==> src/rtl/serial_bus_arbiter_if.sv <==
// Bus bundle between the two serial masters, the arbiter and the slave_2K instances.
// The master modport is the arbiter's view; the slave modport is the view of the surrounding masters and slaves.
interface serial_bus_arbiter_if;
    logic [1:0] M_REQ;
    logic [1:0] M_GNT;
    logic [1:0] M_ADSEL;
    logic [1:0] M_BUS_OUT;
    logic [1:0] M_RW;
    logic [1:0] M_BUS_IN;
    logic [1:0] M_ACK;
    logic [2:0] AD_SEL;
    logic       B_BUS_OUT;
    logic       B_RW;
    logic [2:0] S_BUS_IN;
    logic [2:0] S_ACK;
    logic [2:0] S_SBSY;
    logic       ERR;
    logic [1:0] ERR_CODE;

    modport master (
        input  M_REQ, M_ADSEL, M_BUS_OUT, M_RW, S_BUS_IN, S_ACK, S_SBSY,
        output M_GNT, M_BUS_IN, M_ACK, AD_SEL, B_BUS_OUT, B_RW, ERR, ERR_CODE
    );

    modport slave (
        output M_REQ, M_ADSEL, M_BUS_OUT, M_RW, S_BUS_IN, S_ACK, S_SBSY,
        input  M_GNT, M_BUS_IN, M_ACK, AD_SEL, B_BUS_OUT, B_RW, ERR, ERR_CODE
    );
endinterface

==> src/rtl/serial_bus_arbiter.sv <==
// Round-robin arbiter for two serial masters with a 2-bit slave-ID decode that routes
// the granted master to one of three 2K slaves and releases on done, abort or timeout.
//
// state   | meaning
// IDLE    | no owner; arbitrate among requesters
// SELECT  | two cycles shifting in the slave ID, LSB first
// ACTIVE  | master routed to the selected slave; watch busy / request / timeout
// RELEASE | one cycle; drop grant, update pointer, pulse ERR if pending
module serial_bus_arbiter #(
    parameter int TIMEOUT = 16
) (
    input  logic                 CLK,
    input  logic                 RSTN,
    serial_bus_arbiter_if.master bus
);

    localparam int TW = $clog2(TIMEOUT);
    localparam logic [TW-1:0] TMO_LAST = TW'(TIMEOUT - 1);

    typedef enum logic [1:0] {IDLE, SELECT, ACTIVE, RELEASE} state_t;

    state_t          state_q, state_d;
    logic [1:0]      gnt_q, gnt_d;
    logic            g_q, g_d;
    logic            ptr_q, ptr_d;
    logic [1:0]      sid_q, sid_d;
    logic            cnt_q, cnt_d;
    logic [TW-1:0]   tmo_q, tmo_d;
    logic            seen_busy_q, seen_busy_d;
    logic            err_q, err_d;
    logic [1:0]      err_code_q, err_code_d;

    logic            sel_busy, sel_ack, sel_rdata;
    logic [2:0]      ad_sel;
    logic [1:0]      m_bus_in, m_ack;
    logic            b_bus_out, b_rw;

    always_comb begin
        sel_busy  = 1'b0;
        sel_ack   = 1'b0;
        sel_rdata = 1'b0;
        case (sid_q)
            2'd0: begin
                sel_busy  = bus.S_SBSY[0];
                sel_ack   = bus.S_ACK[0];
                sel_rdata = bus.S_BUS_IN[0];
            end
            2'd1: begin
                sel_busy  = bus.S_SBSY[1];
                sel_ack   = bus.S_ACK[1];
                sel_rdata = bus.S_BUS_IN[1];
            end
            2'd2: begin
                sel_busy  = bus.S_SBSY[2];
                sel_ack   = bus.S_ACK[2];
                sel_rdata = bus.S_BUS_IN[2];
            end
            default: begin
                sel_busy  = 1'b0;
                sel_ack   = 1'b0;
                sel_rdata = 1'b0;
            end
        endcase
    end

    always_comb begin
        state_d     = state_q;
        gnt_d       = gnt_q;
        g_d         = g_q;
        ptr_d       = ptr_q;
        sid_d       = sid_q;
        cnt_d       = cnt_q;
        tmo_d       = tmo_q;
        seen_busy_d = seen_busy_q;
        err_d       = 1'b0;
        err_code_d  = 2'd0;
        case (state_q)
            IDLE: begin
                if (|bus.M_REQ) begin
                    // On a tie the master that did not own the bus last wins
                    if (bus.M_REQ == 2'b11) g_d = ~ptr_q;
                    else                    g_d = bus.M_REQ[1];
                    gnt_d   = g_d ? 2'b10 : 2'b01;
                    cnt_d   = 1'b0;
                    sid_d   = 2'd0;
                    state_d = SELECT;
                end
            end
            SELECT: begin
                sid_d[cnt_q] = bus.M_BUS_OUT[g_q];
                cnt_d        = ~cnt_q;
                if (cnt_q) begin
                    if ({bus.M_BUS_OUT[g_q], sid_q[0]} == 2'b11) begin
                        err_d      = 1'b1;
                        err_code_d = 2'd1;
                        state_d    = RELEASE;
                    end else begin
                        tmo_d       = '0;
                        seen_busy_d = 1'b0;
                        state_d     = ACTIVE;
                    end
                end
            end
            ACTIVE: begin
                // Once the slave has gone busy the transfer runs to completion regardless of M_REQ
                if (seen_busy_q) begin
                    if (!sel_busy) state_d = RELEASE;
                end else if (sel_busy) begin
                    seen_busy_d = 1'b1;
                end else if (!bus.M_REQ[g_q]) begin
                    state_d = RELEASE;
                end else if (tmo_q == TMO_LAST) begin
                    err_d      = 1'b1;
                    err_code_d = 2'd2;
                    state_d    = RELEASE;
                end else begin
                    tmo_d = tmo_q + 1'b1;
                end
            end
            RELEASE: begin
                gnt_d   = 2'b00;
                ptr_d   = g_q;
                state_d = IDLE;
            end
            default: state_d = IDLE;
        endcase
    end

    always_ff @(posedge CLK or negedge RSTN) begin
        if (!RSTN) begin
            state_q     <= IDLE;
            gnt_q       <= 2'b00;
            g_q         <= 1'b0;
            ptr_q       <= 1'b1;
            sid_q       <= 2'd0;
            cnt_q       <= 1'b0;
            tmo_q       <= '0;
            seen_busy_q <= 1'b0;
            err_q       <= 1'b0;
            err_code_q  <= 2'd0;
        end else begin
            state_q     <= state_d;
            gnt_q       <= gnt_d;
            g_q         <= g_d;
            ptr_q       <= ptr_d;
            sid_q       <= sid_d;
            cnt_q       <= cnt_d;
            tmo_q       <= tmo_d;
            seen_busy_q <= seen_busy_d;
            err_q       <= err_d;
            err_code_q  <= err_code_d;
        end
    end

    always_comb begin
        ad_sel    = 3'b000;
        m_bus_in  = 2'b00;
        m_ack     = 2'b00;
        b_bus_out = 1'b0;
        b_rw      = 1'b0;
        if (state_q == ACTIVE) begin
            b_bus_out     = bus.M_BUS_OUT[g_q];
            b_rw          = bus.M_RW[g_q];
            m_bus_in[g_q] = sel_rdata;
            m_ack[g_q]    = sel_ack;
            case (sid_q)
                2'd0:    ad_sel = {2'b00, bus.M_ADSEL[g_q]};
                2'd1:    ad_sel = {1'b0, bus.M_ADSEL[g_q], 1'b0};
                2'd2:    ad_sel = {bus.M_ADSEL[g_q], 2'b00};
                default: ad_sel = 3'b000;
            endcase
        end
    end

    assign bus.M_GNT     = gnt_q;
    assign bus.AD_SEL    = ad_sel;
    assign bus.M_BUS_IN  = m_bus_in;
    assign bus.M_ACK     = m_ack;
    assign bus.B_BUS_OUT = b_bus_out;
    assign bus.B_RW      = b_rw;
    assign bus.ERR       = err_q;
    assign bus.ERR_CODE  = err_code_q;

endmodule

==> src/flat_wrapper.sv <==
// flat-port wrapper written by rule: the top's interface ports become plain ports
module serial_bus_arbiter_flat 
#(
    parameter int TIMEOUT = 16
)
  (CLK, RSTN, bus_M_REQ, bus_M_ADSEL, bus_M_BUS_OUT, bus_M_RW, bus_S_BUS_IN, bus_S_ACK, bus_S_SBSY, bus_M_GNT, bus_M_BUS_IN, bus_M_ACK, bus_AD_SEL, bus_B_BUS_OUT, bus_B_RW, bus_ERR, bus_ERR_CODE);
  serial_bus_arbiter_if bus_i ();
  input  logic CLK;
  input  logic RSTN;
  input wire logic [$bits(bus_i.M_REQ)-1:0] bus_M_REQ;
  input wire logic [$bits(bus_i.M_ADSEL)-1:0] bus_M_ADSEL;
  input wire logic [$bits(bus_i.M_BUS_OUT)-1:0] bus_M_BUS_OUT;
  input wire logic [$bits(bus_i.M_RW)-1:0] bus_M_RW;
  input wire logic [$bits(bus_i.S_BUS_IN)-1:0] bus_S_BUS_IN;
  input wire logic [$bits(bus_i.S_ACK)-1:0] bus_S_ACK;
  input wire logic [$bits(bus_i.S_SBSY)-1:0] bus_S_SBSY;
  output wire logic [$bits(bus_i.M_GNT)-1:0] bus_M_GNT;
  output wire logic [$bits(bus_i.M_BUS_IN)-1:0] bus_M_BUS_IN;
  output wire logic [$bits(bus_i.M_ACK)-1:0] bus_M_ACK;
  output wire logic [$bits(bus_i.AD_SEL)-1:0] bus_AD_SEL;
  output wire logic [$bits(bus_i.B_BUS_OUT)-1:0] bus_B_BUS_OUT;
  output wire logic [$bits(bus_i.B_RW)-1:0] bus_B_RW;
  output wire logic [$bits(bus_i.ERR)-1:0] bus_ERR;
  output wire logic [$bits(bus_i.ERR_CODE)-1:0] bus_ERR_CODE;
  assign bus_i.M_REQ = bus_M_REQ;
  assign bus_i.M_ADSEL = bus_M_ADSEL;
  assign bus_i.M_BUS_OUT = bus_M_BUS_OUT;
  assign bus_i.M_RW = bus_M_RW;
  assign bus_i.S_BUS_IN = bus_S_BUS_IN;
  assign bus_i.S_ACK = bus_S_ACK;
  assign bus_i.S_SBSY = bus_S_SBSY;
  assign bus_M_GNT = bus_i.M_GNT;
  assign bus_M_BUS_IN = bus_i.M_BUS_IN;
  assign bus_M_ACK = bus_i.M_ACK;
  assign bus_AD_SEL = bus_i.AD_SEL;
  assign bus_B_BUS_OUT = bus_i.B_BUS_OUT;
  assign bus_B_RW = bus_i.B_RW;
  assign bus_ERR = bus_i.ERR;
  assign bus_ERR_CODE = bus_i.ERR_CODE;
  serial_bus_arbiter #(.TIMEOUT(TIMEOUT)) u_core (.CLK(CLK), .RSTN(RSTN), .bus(bus_i));
endmodule
==> config.mk <==
export PLATFORM = sky130hd
export DESIGN_NAME = serial_bus_arbiter_flat
export DESIGN_NICKNAME = d
export VERILOG_FILES = /design/src/rtl/serial_bus_arbiter_if.sv /design/src/rtl/serial_bus_arbiter.sv /design/src/flat_wrapper.sv
export SDC_FILE = /design/constraint.sdc
export NUM_CORES = 1
export LEC_CHECK = 0
export BUFFER_PORTS_ARGS = -buffer_cell sky130_fd_sc_hd__buf_2
export CORE_MARGIN = 8
export CORE_UTILIZATION = 51
export DETAILED_ROUTE_END_ITERATION = 12
export PLACE_DENSITY_LB_ADDON = 0.15
export SLEW_MARGIN = 20
export SYNTH_ARGS = -nofsm -noshare
export SYNTH_HDL_FRONTEND = slang
export SYNTH_SLANG_ARGS = --single-unit
==> constraint.sdc <==
create_clock -name CLK -period 3 [get_ports CLK]
set_clock_uncertainty 0.1 [all_clocks]
set_input_delay 0.6 -clock CLK [delete_from_list [all_inputs] [get_ports CLK]]
set_output_delay 0.6 -clock CLK [all_outputs]
set_load 0.05 [all_outputs]
==> flow_summary_export.csv <==
group,metric,value,unit
status,status,"finished, final reports clean",
logic_synthesis,yosys.area.top_type,"dfrtp_1",
sta,fmax,369,MHz
worst_setup_path,critPathRequiredTime,2.30,ns
flow_run,maxCapViolCount,0,
route,routedWlPerCell,14.4,um
placement,numPortBuffers,32,
route,drt-initial-drc-count,39,
clocking,clkTransAtPathRegs,0.11,ns
logic_synthesis,yosysUniqueCellTypes,39,
logic_synthesis,synth.top_cell.area_share,0.350,
route,num_vias,1116,
grt,antenna_found_initial,0,
worst_setup_path,start_kind,"register",
logic_synthesis,ys_async_sr_fraction,1.00,
die,pin_count,33,
clocking,post_cts_buffers,0,
logic_synthesis,synth_area_per_cell,8.73,um2
route,firstDrtPassIters,4,
grt,grt_max_degree,18,
route,wl_met2,1260,um
clocking,cts.sinks,17,
pwr,vdd_drop_max,0.506,mV
cells_and_area,n_antenna_cell,0,
worst_setup_path,crit_chain,"inv_1 -> ha_1 -> inv_1 -> nor2_1 -> buf_2",
logic_synthesis,netlist_instances,131,
route,routed_wl,2770,um
die,num_rows,17,
logic_synthesis,syn-cell-area,1140,um2
placement,place_area,1330,um2
route,drt-met1-wl,1270,um
grt,first_global_vias,1027,
cells_and_area,final_area,1360,um2
clocking,clockBufferDepth,2,
clocking,holdBufCountCts,0,
cells_and_area,nets,189,
die,initial_core_util,0.527,
placement,pre_cts_ws,0.444,ns
clocking,htree_levels,1,
die,core_area,2170,um2
clocking,clockRootBuffer,"clkbuf_4",
placement,dp_hpwl,2140,um
sta,fin_hold_ws,0.107,ns
sta,finalWorstSetupSlack,0.288,ns
sta,rsz0062_at_grt,"false",
grt,grt_pass1_wl,4500,um
route,highest_layer,"met4",
clocking,cts_resized,0,
pwr,p_leak,0.684,nW
die,die_area,4010,um2
logic_synthesis,synth.area.top_cells,"dfrtp_1 35%, ha_1 5.5%, mux2i_1 5.3%",
hold_path,hold_path.class,"primary input to asynchronous set/reset pin",
grt,gr-total-overflow,0,
sta,tightest_slew,0.519,ns
route,wl_met3,219,um
sta,finalSetupViolCount,0,
die,die_w,63.4,um
cells_and_area,area_delta_synth_final,18.5,%
sta,min_period_over_period,0.904,
worst_setup_path,slowest_stage,"ha_1",
worst_setup_path,critical_path.max_stage_delay,0.51,ns
placement,gp_congestion,0.873,
worst_setup_path,r2r_start,"u_core.state_q[0]$_DFFE_PN0P_",
logic_synthesis,synth-edff-count,0,
worst_setup_path,reg2reg_depth,6,
die,die_h,63.4,um
route,final_antenna_net_count,0,
route,viasPerCell,5.81,
cells_and_area,drive_gt1_frac,0.274,
worst_setup_path,worst_ep_arrival_time,2.01,ns
worst_setup_path,r2r_slack,0.40,ns
worst_setup_path,critical_path_class,"register to primary output",
sta,finalSetupTns,0,ns
sta,slew_headroom,0.654,
logic_synthesis,syn_nets,155,
pwr,finalPower,1.33,mW
route,remaining_drc_errors,0,
logic_synthesis,ys_seq_area_frac,0.373,
clocking,clkLatencyLatePin,0.30,ns
worst_setup_path,path_common_cell,"inv_1",
worst_setup_path,reg2reg_to,"u_core.tmo_q[2]$_DFFE_PN0P_",
worst_setup_path,path_max_fanout,16,
clocking,cts_made_buffers,3,
sta,period_needed,2.71,ns
sta,finalMaxSlewViolations,0,
grt,track_usage,0.133,
pwr,cellPowerDensity,984,nW/um2
worst_setup_path,cp-end-kind,"primary output",
sta,hold_viol,0,
logic_synthesis,ys_warn_count,0,
clocking,tritoncts,"built",
logic_synthesis,synth-seq-cells,17,
logic_synthesis,synth_ff_type,"dfrtp_1",
## registers in the layout, indices dropped and copies added, names as in the netlist
name                 flops
u_core.tmo_q             4
u_core.cnt_q             1
u_core.sid_q             2
u_core.state_q           2
u_core.ptr_q             1
u_core.bus.ERR_CODE      2
u_core.g_q               1
u_core.bus.M_GNT         2
u_core.bus.ERR           1
u_core.seen_busy_q       1
## layer usage
metal,GRT usage,up-vias
met5,0,-
met4,0.0334,0
met3,0.0530,2
met2,0.233,32
met1,0.144,537
li1,-,545
## cells in the mapped netlist (2+ instances only)
| library cell | n |
|---|---|
| ha_1 | 5 |
| a211oi_1 | 2 |
| nand2_1 | 13 |
| nor2b_1 | 3 |
| a21oi_1 | 8 |
| o211ai_1 | 2 |
| and3_1 | 3 |
| clkbuf_1 | 2 |
| mux2_2 | 2 |
| mux2i_1 | 6 |
| o31ai_1 | 2 |
| dfrtp_1 | 16 |
| nor3_1 | 4 |
| nand3b_1 | 2 |
| nand3_1 | 3 |
| nor2_1 | 12 |
| inv_1 | 8 |
| a211o_1 | 2 |
| nor4_1 | 4 |
| o21ai_0 | 9 |
| nor3b_1 | 2 |
| nand2b_1 | 4 |
## area by class of cell
| type | instances | area (um2) |
|---|---|---|
| flip-flops and latches | 17 | 427 |
| clock inverters | 1 | 5.00 |
| multi-input cells | 102 | 668 |
| inverters | 8 | 30.0 |
| well taps | 28 | 35.0 |
| fillers | 189 | 815 |
| clock buffers | 3 | 22.5 |
| repair buffers | 33 | 168 |
## worst max-delay path by stage
stage,cells past startpoint,to,slack [ns],start
2_1_floorplan,5,bus_AD_SEL[0],0.08,u_core.state_q[0]$_DFFE_PN0P_
3_3_place_gp,6,u_core.tmo_q[2]$_DFFE_PN0P_,0.54,u_core.state_q[0]$_DFFE_PN0P_
3_5_place_dp,6,u_core.tmo_q[2]$_DFFE_PN0P_,0.44,u_core.state_q[0]$_DFFE_PN0P_
4_1_cts,5,bus_AD_SEL[1],0.30,u_core.state_q[0]$_DFFE_PN0P_
5_1_grt,5,bus_AD_SEL[0],0.12,u_core.state_q[0]$_DFFE_PN0P_
6_report,5,bus_B_BUS_OUT,0.29,u_core.state_q[0]$_DFFE_PN0P_
## power breakdown
group          switching [mW]  internal (mW)
clock                  0.0784         0.0497
sequential              0.113          0.310
combinational           0.493          0.289
## stage by stage
stage	utilization	instances
floorplan	-	131
global placement	0.612	188
detailed placement	0.612	188
CTS	0.625	192
global route	0.625	192
finish	0.625	192
## worst max-delay path, delay by kind of cell, from the launching register on
family	cells	cell delay, ns
simple gates	1	0.14
flops	1	0.43
buf+inv	3	0.64
fa+ha+maj	1	0.51
## cell families after synthesis
group / after synthesis / share of synthesized area
AO/OA/AOI/OAI: 35 / 0.210
adder cells (fa/ha/maj): 5 / 0.0547
buffers and inverters: 12 / 0.0470
flip-flops: 17 / 0.373
multiplexers: 8 / 0.0722
AND/OR/NAND/NOR: 54 / 0.243
## cells in the final DEF (no fill, tap or decap), types with 3 or more instances in the layout
| cell | n |
|---|---|
| nand3_1 | 3 |
| buf_2 | 32 |
| mux2i_1 | 6 |
| inv_1 | 8 |
| nor2b_1 | 3 |
| a21oi_1 | 8 |
| nor4_1 | 4 |
| nor2_1 | 12 |
| and3_1 | 3 |
| clkbuf_4 | 3 |
| nor3_1 | 4 |
| dfrtp_1 | 16 |
| nand2_1 | 13 |
| o21ai_0 | 9 |
| ha_1 | 5 |
| nand2b_1 | 4 |
Note: power is estimated with default switching activity, not from simulation.
